## config.mk

```make
export PLATFORM = sky130hd
export DESIGN_NAME = instr_decode_q
export DESIGN_NICKNAME = d
export VERILOG_FILES = /design/src/rtl/instr_decode_q.sv
export SDC_FILE = /design/constraint.sdc
export NUM_CORES = 1
export LEC_CHECK = 0
export CAP_MARGIN = 10
export CORE_MARGIN = 4
export CORE_UTILIZATION = 50
export CTS_BUF_LIST = sky130_fd_sc_hd__clkbuf_16
export CTS_CLUSTER_DIAMETER = 40
export CTS_CLUSTER_SIZE = 20
export DETAILED_ROUTE_END_ITERATION = 12
export HOLD_SLACK_MARGIN = 0.1
export PLACE_DENSITY_LB_ADDON = 0.08
export SLEW_MARGIN = 40
export SYNTH_ARGS = -nofsm -noshare
export SYNTH_HDL_FRONTEND = slang
export SYNTH_SLANG_ARGS = --single-unit
```

## constraint.sdc

```tcl
create_clock -name clk -period 2.3 [get_ports clk]
set_input_delay 0.46 -clock clk [delete_from_list [all_inputs] [get_ports clk]]
set_output_delay 0.46 -clock clk [all_outputs]
set_load 0.01 [all_outputs]
```

## src/rtl/instr_decode_q.sv

```systemverilog
// Instruction decode queue: a first-word fall-through FIFO of packed
// instruction words. The head word is sliced into opcode and parameter
// fields, and the opcode is flagged as illegal against a legality mask.
// Illegal pops are recorded in a sticky flag and a saturating counter.
module instr_decode_q #(
  parameter int op_size      = 4,
  parameter int param_a_size = 4,
  parameter int param_b_size = 4,
  parameter int DEPTH        = 4,
  parameter logic [(1<<op_size)-1:0] OP_LEGAL_MASK = 16'h00FF,
  localparam int CODE_W = op_size + param_a_size + param_b_size,
  localparam int CNT_W  = $clog2(DEPTH + 1)
) (
  input  logic                               clk,
  input  logic                               rst_n,
  input  logic [CODE_W-1:0]                  code,
  input  logic                               code_valid,
  output logic                               code_ready,
  input  logic                               flush,
  output logic [op_size-1:0]                 op,
  output logic [param_a_size-1:0]            act_type,
  output logic [param_b_size-1:0]            dense_type,
  output logic [param_a_size+param_b_size-1:0] cost_type,
  output logic                               out_valid,
  input  logic                               out_ready,
  output logic                               illegal,
  output logic                               err_sticky,
  output logic [7:0]                         illegal_cnt,
  output logic [CNT_W-1:0]                   count
);

  localparam int PTR_W = $clog2(DEPTH);
  localparam int AB_W  = param_a_size + param_b_size;
  localparam logic [CNT_W-1:0] FULL = CNT_W'(DEPTH);

  logic [CODE_W-1:0] mem_q [DEPTH];
  logic [PTR_W-1:0]  wr_ptr_q, wr_ptr_d;
  logic [PTR_W-1:0]  rd_ptr_q, rd_ptr_d;
  logic [CNT_W-1:0]  count_q, count_d;
  logic              err_sticky_q, err_sticky_d;
  logic [7:0]        illegal_cnt_q, illegal_cnt_d;
  logic              armed_q;
  logic [CODE_W-1:0] head;
  logic [op_size-1:0] head_op;
  logic              push, pop;

  // armed_q stays low for the first edge after reset release so a request
  // presented in the release cycle is ignored even though code_ready is high.
  assign code_ready = rst_n && (count_q != FULL);
  assign out_valid  = (count_q != '0);
  assign push       = code_valid && code_ready && armed_q;
  assign pop        = out_valid && out_ready;

  assign head    = mem_q[rd_ptr_q];
  assign head_op = head[CODE_W-1 -: op_size];

  assign op         = out_valid ? head_op : '0;
  assign act_type   = out_valid ? head[AB_W-1 -: param_a_size] : '0;
  assign dense_type = out_valid ? head[param_b_size-1 -: param_b_size] : '0;
  assign cost_type  = out_valid ? head[AB_W-1:0] : '0;
  assign illegal    = out_valid && !OP_LEGAL_MASK[head_op];

  assign count       = count_q;
  assign err_sticky  = err_sticky_q;
  assign illegal_cnt = illegal_cnt_q;

  // Next-state for pointers, occupancy and error tracking; flush wins over push and pop.
  always_comb begin
    wr_ptr_d      = wr_ptr_q;
    rd_ptr_d      = rd_ptr_q;
    count_d       = count_q;
    err_sticky_d  = err_sticky_q;
    illegal_cnt_d = illegal_cnt_q;
    if (flush) begin
      wr_ptr_d = '0;
      rd_ptr_d = '0;
      count_d  = '0;
    end else begin
      if (push) begin
        wr_ptr_d = wr_ptr_q + 1'b1;
      end
      if (pop) begin
        rd_ptr_d = rd_ptr_q + 1'b1;
      end
      if (push && !pop) begin
        count_d = count_q + 1'b1;
      end else if (pop && !push) begin
        count_d = count_q - 1'b1;
      end
      if (pop && illegal) begin
        err_sticky_d = 1'b1;
        if (illegal_cnt_q != 8'hFF) begin
          illegal_cnt_d = illegal_cnt_q + 8'd1;
        end
      end
    end
  end

  // Control state register with asynchronous clear.
  always_ff @(posedge clk or negedge rst_n) begin
    if (!rst_n) begin
      wr_ptr_q      <= '0;
      rd_ptr_q      <= '0;
      count_q       <= '0;
      err_sticky_q  <= 1'b0;
      illegal_cnt_q <= 8'd0;
      armed_q       <= 1'b0;
    end else begin
      wr_ptr_q      <= wr_ptr_d;
      rd_ptr_q      <= rd_ptr_d;
      count_q       <= count_d;
      err_sticky_q  <= err_sticky_d;
      illegal_cnt_q <= illegal_cnt_d;
      armed_q       <= 1'b1;
    end
  end

  // Queue storage; contents are don't-care until written, so no reset.
  always_ff @(posedge clk) begin
    if (push && !flush) begin
      mem_q[wr_ptr_q] <= code;
    end
  end

endmodule
```

==> After elaboration in Yosys (flattened, before gate mapping) <==
Memory sizes are Yosys's and may differ from the RTL's.
Cells that the tools add are included.
{ "word_totals": {"memories": 2, "regBits": 17, "ramBits": 48, "elab_cells": 50, "romBits": 16} }
{ "op_classes": {"n_reduce_logical": 19, "muxes": 14, "add_sub_neg": 5, "n_eq_ne": 2, "bitwise_logic": 1, "order_cmp": 1} }
{ "memory_table": {"columns": ["memory", "depth", "width", "read_ports", "rd_ports_with_merged_regs", "wr", "line_no", "source"], "rows": [
  ["mem_q", 4, 12, 1, 0, 1, "36", "logic [CODE_W-1:0] mem_q [DEPTH];"],
  ["(name not given)", 16, 1, 1, 0, 0, "61", "assign illegal = out_valid && !OP_LEGAL_MASK[head_op];"]
]} }
{ "op_table": {"columns": ["operator", "n"], "rows": [
  ["4-bit 2-to-1 mux", 3],
  ["1-bit logical AND", 9],
  ["3-bit 2-to-1 mux", 3],
  ["8-bit by 1-bit adder with 8-bit output (second input constant)", 1],
  ["2-bit 2-to-1 mux", 4],
  ["8-bit 2-to-1 mux", 1],
  ["8-bit != test (second input constant)", 1],
  ["3-bit nonzero test", 2],
  ["4-bit by 5-bit < comparator with 1-bit output (second input constant)", 1],
  ["2-bit by 1-bit adder with 2-bit output (second input constant)", 2],
  ["1-bit zero test", 4],
  ["2-bit nonzero test", 2],
  ["3-bit by 1-bit adder with 3-bit output (second input constant)", 1],
  ["1-bit 2-to-1 mux", 3],
  ["3-bit != test (second input constant)", 1],
  ["3-bit AND reduction", 1],
  ["3-bit by 1-bit subtractor with 3-bit output (second input constant)", 1],
  ["2-bit AND reduction", 1],
  ["1-bit inverter", 1]
]} }

==> Logic depth before layout (Yosys ltp) <==
Gate-level depths: netlist of run 1.
{ "logic_depth": {"word_depth": 9, "ltp_mapped": 7} }

==> Least setup slack after synthesis of run 1 <==
OpenSTA, ideal clock, no wires.
{ "synth_timing": {"path_type": "reg-to-output", "start": "register rd_ptr_q[0]", "end": "output port cost_type[4]", "required_ps": 1840, "stages_incl_launch_ff": 6, "t_arrival_ps": 1567, "path_slack_ps": 273, "path_cell_list": "dfrtp_1 -> buf_6 -> buf_2 -> mux4_2 -> and2_1 -> buf_4"} }
{ "synth_via": {"elab_chain_len": 2} }
{ "synth_rtl": {"columns": ["item", "line_no", "source"], "rows": [
  ["start: declaration", "38", "logic [PTR_W-1:0] rd_ptr_q, rd_ptr_d;"],
  ["start signal: assignment", "110", "rd_ptr_q <= rd_ptr_d;"],
  ["memory 4 x 12 bit", null, null],
  ["8-bit 2-to-1 mux", "60", "assign cost_type = out_valid ? head[AB_W-1:0] : '0;"],
  ["end: declaration", "23", "output logic [param_a_size+param_b_size-1:0] cost_type,"]
]} }
Every way passes these cells.

==> Worst setup path in the final report of run 1 <==
{ "layout_timing": {"start": "register rd_ptr_q[0]", "end": "output port act_type[1]"} }
{ "layout_via": {"elab_chain_len": 2} }
{ "layout_rtl": {"columns": ["item", "line_no", "source"], "rows": [
  ["memory 4 x 12 bit", null, null],
  ["4-bit 2-to-1 mux", "58", "assign act_type = out_valid ? head[AB_W-1 -: param_a_size] : '0;"],
  ["end: declaration", "21", "output logic [param_a_size-1:0] act_type,"]
]} }
Every way passes these cells.

==> impl_metrics.json, run 1 <==
{
  "cp.arrival_ps": 1810,
  "cts_buffer_depth": 2,
  "netlist_area_um2": 2830,
  "clk_pin_slew_ps": 50,
  "rrSetupSlack_ps": 270,
  "rr_endpoint": "count[2]",
  "fp.dieW_um": 83.2,
  "finalSetupTns_ps": 0,
  "finalSetupViolCount": 0,
  "ys_top_cells_by_area": "edfxtp_1 51%, dfrtp_1 15%, mux4_2 8.0%",
  "gp_congestion": 0.760,
  "antenna_left": 0,
  "grt_usage": 0.174,
  "num_io_pins": 52,
  "syn_nets": 198,
  "synth_cells": 175,
  "cts_buffers": 9,
  "power_mw": 4.58,
  "antenna_found_initial": 0,
  "min_path_type": "in2async",
  "setup_ws_ps": 29.4,
  "status": "complete, no violations",
  "synth_edf_count": 48,
  "vias": 1686,
  "rsz0062_at_grt": "true",
  "cts-root-buf": "clkbuf_16",
  "clkSinkCount": 65,
  "synth-seq-cells": 65,
  "cap_viol_max_count": 0,
  "drt-total-wl_mm": 5.42,
  "reg2regPathDepth": 7,
  "powerDensity_nw_per_um2": 1190,
  "synth_top_area_cell": "edfxtp_1",
  "gr-total-overflow": 0,
  "syn_avg_cell_area_um2": 16.1,
  "crit_path_start": "rd_ptr_q[0]",
  "finalCritPeriodShare": 0.987,
  "insertion_delay_ps": 330,
  "netlist.area_leader.share": 0.510,
  "coreArea_um2": 5510,
  "rows": 27,
  "hold_viol_final": 0,
  "wl_per_cell_um": 16.8,
  "dp_slack_ps": 40.0,
  "crit_fanout": 4,
  "async_flop_share": 0.262,
  "ys_warn_count": 0,
  "layout_common_cells": "48 x edfxtp_1, 30 x clkdlybuf4s50_1, 17 x buf_4",
  "die_area_um2": 6920,
  "max_freq_ghz": 0.440,
  "die-height_um": 83.2,
  "cp-end-kind": "output pin",
  "drt_iter0_markers": 98,
  "layout_min_cycle_time_ps": 2270,
  "start_kind": "flip-flop",
  "grt_max_degree": 15,
  "layout-drive-gt1-share": 0.296,
  "route.detailed.drc": 0,
  "fin_worst_skew_ps": 8.40,
  "required_ps": 1840,
  "viasPerCell": 5.24,
  "final_nets": 268,
  "antenna_cells": 0,
  "areaGrowthSynthToFinish_pct": 36.9,
  "dr.pass1.iters": 5,
  "dpl_cell_area_um2": 3500,
  "grt_pass1_vias": 1881,
  "finalMaxSlewViolations": 0,
  "io_buffers": 51,
  "worst_ir_drop_vdd_v": 0.000668,
  "synth-main-ff-cell": "edfxtp_1",
  "cts_tree": "yes",
  "initial_core_util": 0.513,
  "cts_hold_buf": 0,
  "crit_type": "reg2out",
  "htreeDepth": 3,
  "final_common_cell": "edfxtp_1",
  "seq_area_frac_synth": 0.661,
  "hpwl_mm": 3.59,
  "r2r_start": "count[0]",
  "grt_pass1_wl_mm": 9.11,
  "leakagePower_nw": 1.51,
  "yosysUniqueCellTypes": 36,
  "fin_area_um2": 3870,
  "final_util": 0.702
}
-- report_power, final --
part	internal (mW)	total [mW]	leakage [nW]	switching [mW]
logic	0.952	1.70	0.692	0.752
registers	1.35	1.43	0.654	0.0782
clock network	0.970	1.45	0.160	0.481
total	3.27	4.58	1.51	1.31
-- worst max-delay path: stages, from the launching register on --
cell and delay [ps]:
dfrtp_2 390, buf_4 130, buf_8 110, mux4_2 480, and2_4 150, buf_4 120
buf_6 110
-- how the worst max path moves through the flow --
stage | endpoint | cells past startpoint
finish | act_type[1] | 6
global route | act_type[1] | 6
detailed placement | count[2] | 7
CTS | dense_type[1] | 5
floorplan | cost_type[4] | 5
global placement | count[2] | 7
-- flip-flops by register name, summed over array words and instances, names as in the netlist --
| name | cells |
|---|---|
| wr_ptr_q | 2 |
| armed_q | 1 |
| count | 3 |
| illegal_cnt | 8 |
| rd_ptr_q | 2 |
| mem_q | 48 |
| err_sticky | 1 |
-- per-layer routing --
layer	part of all wire	track usage
met5	0	0
met4	0.021	0.0877
met3	0.046	0.0496
met2	0.54	0.300
met1	0.39	0.197
-- final cells by class --
class | instances | area [um2]
Clock buffer | 11 | 275
Clock inverter | 5 | 56.3
Fill cell | 373 | 1640
Inverter | 4 | 15.0
Multi-Input combinational cell | 91 | 858
Sequential cell | 65 | 1870
Tap cell | 72 | 90.1
Timing Repair Buffer | 74 | 704
-- stage by stage --
step | cells | hold WS (ps)
after floorplan | 175 | 164
after global placement | 300 | 448
after detailed placement | 300 | 468
after CTS | 323 | 477
after global routing | 322 | 495
final | 322 | 479
-- repair_timing --
action	in CTS	in global routing
endpoints found under the setup margin	22	22
gates resized for setup	60	14
pin swaps	2	0
buffers inserted	6	2
cloned	1	0
-- cells in the mapped netlist (2+ instances only) --
cell / instances
dfrtp_1: 17
buf_2: 2
xnor2_1: 3
ha_1: 5
clkbuf_1: 2
nor2b_1: 2
xor2_1: 8
edfxtp_1: 48
nor4_1: 3
inv_1: 4
and2_1: 16
nor2_1: 11
buf_4: 9
nor3_1: 4
nand2_1: 4
nand3_1: 5
mux4_1: 2
mux4_2: 10
mux2_2: 3
-- cells by family (layout without fill, tap and decap cells) --
kind of cell | Yosys count | in the layout | share of synthesized area
compound gates | 3 | 3 | 0.00664
mux | 17 | 17 | 0.119
fa+ha+maj | 6 | 6 | 0.0292
flops | 65 | 65 | 0.661
xor+xnor | 11 | 11 | 0.0341
buf+inv | 19 | 94 | 0.0407
other cells | 1 | 1 | 0.00133
simple gates | 53 | 53 | 0.108
Power figures use the tool's default switching activity.
==> run 2, diff against run 1 <==
Settings changed: CAP_MARGIN 10 to 15, GPL_ROUTABILITY_DRIVEN from default to 0.
==> results of run 2 <==
Same layout as run 1: the final DEF is identical, and so are final timing and power.
==> run 3, diff against run 2 <==
Settings changed: CORE_MARGIN 4 to default, CTS_BUF_LIST sky130_fd_sc_hd__clkbuf_16 to default, RECOVER_POWER from default to 100.
==> impl_metrics.json, run 3 (synthesis results as in run 1) <==
{
  "status": "complete, no violations",
  "num_io_pins": 52,
  "required_ps": 1840,
  "layout_common_cells": "48 x edfxtp_1, 25 x dlygate4sd3_1, 15 x dfrtp_1",
  "min_path_type": "reg2reg",
  "top_register": "mem_q",
  "grt_pass1_wl_mm": 8.36,
  "final_nets": 272,
  "final_util": 0.662,
  "drt-total-wl_mm": 5.13,
  "route.detailed.drc": 0,
  "areaGrowthSynthToFinish_pct": 28.2,
  "grt_usage": 0.190,
  "finalCritPeriodShare": 0.976,
  "vias": 1667,
  "io_buffers": 51,
  "drt_iter0_markers": 132,
  "fp.dieW_um": 77.2,
  "multiInputGateArea_um2": 836,
  "gr-total-overflow": 0,
  "finalSetupViolCount": 0,
  "htreeDepth": 3,
  "antenna_left": 0,
  "wl_per_cell_um": 15.7,
  "rows": 27,
  "final_common_cell": "edfxtp_1",
  "rsz0062_at_grt": "true",
  "largest_reg_flops": 48,
  "cp-end-kind": "output pin",
  "leakagePower_nw": 1.42,
  "viasPerCell": 5.11,
  "powerDensity_nw_per_um2": 1100,
  "clk_pin_slew_ps": 60,
  "worst_ir_drop_vdd_v": 0.000631,
  "initial_core_util": 0.516,
  "antenna_cells": 0,
  "max_freq_ghz": 0.445,
  "grt_max_degree": 16,
  "layout_min_cycle_time_ps": 2250,
  "grt_pass1_vias": 1692,
  "cts_hold_buf": 0,
  "cts_tree": "yes",
  "crit_type": "reg2out",
  "finalMaxSlewViolations": 0,
  "start_kind": "flip-flop",
  "tightest_slew_ps": 845,
  "cts_buffers": 9,
  "hold_viol_final": 0,
  "grt_use_met1": 0.235,
  "grt_use_met2": 0.321,
  "dr.pass1.iters": 4,
  "finalSetupTns_ps": 0,
  "cts_buffer_depth": 2,
  "coreArea_um2": 5470,
  "fin_worst_skew_ps": 8.27,
  "die-height_um": 77.2,
  "crit_fanout": 4,
  "cap_viol_max_count": 0,
  "die_area_um2": 5960,
  "power_mw": 3.99,
  "layout-drive-gt1-share": 0.283,
  "regArea_um2": 1870,
  "hpwl_mm": 3.69,
  "path_cells": "buf_4 -> mux4_2 -> and2_1 -> clkdlybuf4s15_1",
  "crit_path_max_incr_delay_ps": 500,
  "slew-limit-headroom": 0.437,
  "clkSinkCount": 65,
  "cp.arrival_ps": 1790,
  "crit_slowest_cell": "mux4_2",
  "top_usage_layer": "met2",
  "antenna_found_initial": 0,
  "cts-root-buf": "clkbuf_8",
  "fillers": 429,
  "met3_usage": 0.0405,
  "insertion_delay_ps": 330
}
-- run 3: cell count changes in the layout (fill, tap and decap cells not counted), sizes merged, moves of 2 or more --
cell | before | now
clkbuf | 14 | 32
clkdlybuf4s15 | 8 | 5
clkdlybuf4s50 | 30 | 5
inv | 6 | 4
buf | 30 | 22
dlygate4sd3 | 0 | 25
-- run 3: routing by layer --
layer  share of wire  up-vias
met5               0        -
li1                -      782
met3           0.044       11
met4           0.018        0
met1            0.43      831
met2            0.51       43
-- run 3: repair_timing --
item	4_1_cts	5_1_grt
setup buffers	6	0
gates resized for setup	70	12
setup endpoints to repair	21	16
pin swaps	1	0
-- run 3: worst paths after layout --
kind                             start              to  slack (ps)  cells past startpoint
min in group asynchronous        rst_n        count[0]         530                      2
max in group asynchronous        rst_n     rd_ptr_q[0]         890                      2
max                        rd_ptr_q[0]    cost_type[5]          50                      4
min reg2reg                 err_sticky      err_sticky         470                      1
min                         err_sticky      err_sticky         470                      1
max reg2reg                   count[0]  illegal_cnt[1]         200                      6
-- run 3: metrics by stage --
step | area (um2) | setup slack (ps) | std cells | hold slack, ps
finish | 3620 | 54.1 | 326 | 466
floorplan | 2830 | 273 | 175 | 164
detailed placement | 3500 | 29.5 | 306 | 459
global placement | 3500 | 64.7 | 306 | 449
global route | 3620 | -12.9 | 326 | 509
CTS | 3730 | -71.6 | 328 | 448
-- run 3: layout make-up --
| cell class | count | share of cell area |
|---|---|---|
| inverter | 4 | 0.00415 |
| multi-input combinational | 91 | 0.231 |
| tap | 72 | 0.0249 |
| clock buffer | 13 | 0.0439 |
| timing repair buffer | 78 | 0.169 |
| sequential | 65 | 0.516 |
| clock inverter | 3 | 0.0111 |
-- run 3: critical path: cells and delay by family, from the launching register on --
family,cells,cell delay [ps]
buf+inv,2,390
flops,1,390
mux,1,500
simple gates,1,180
-- run 3: where the power goes --
part           leakage, nW  internal (mW)  switching [mW]
Clock                0.103          0.557           0.393
Combinational        0.660          0.885           0.724
Sequential           0.653           1.35          0.0786
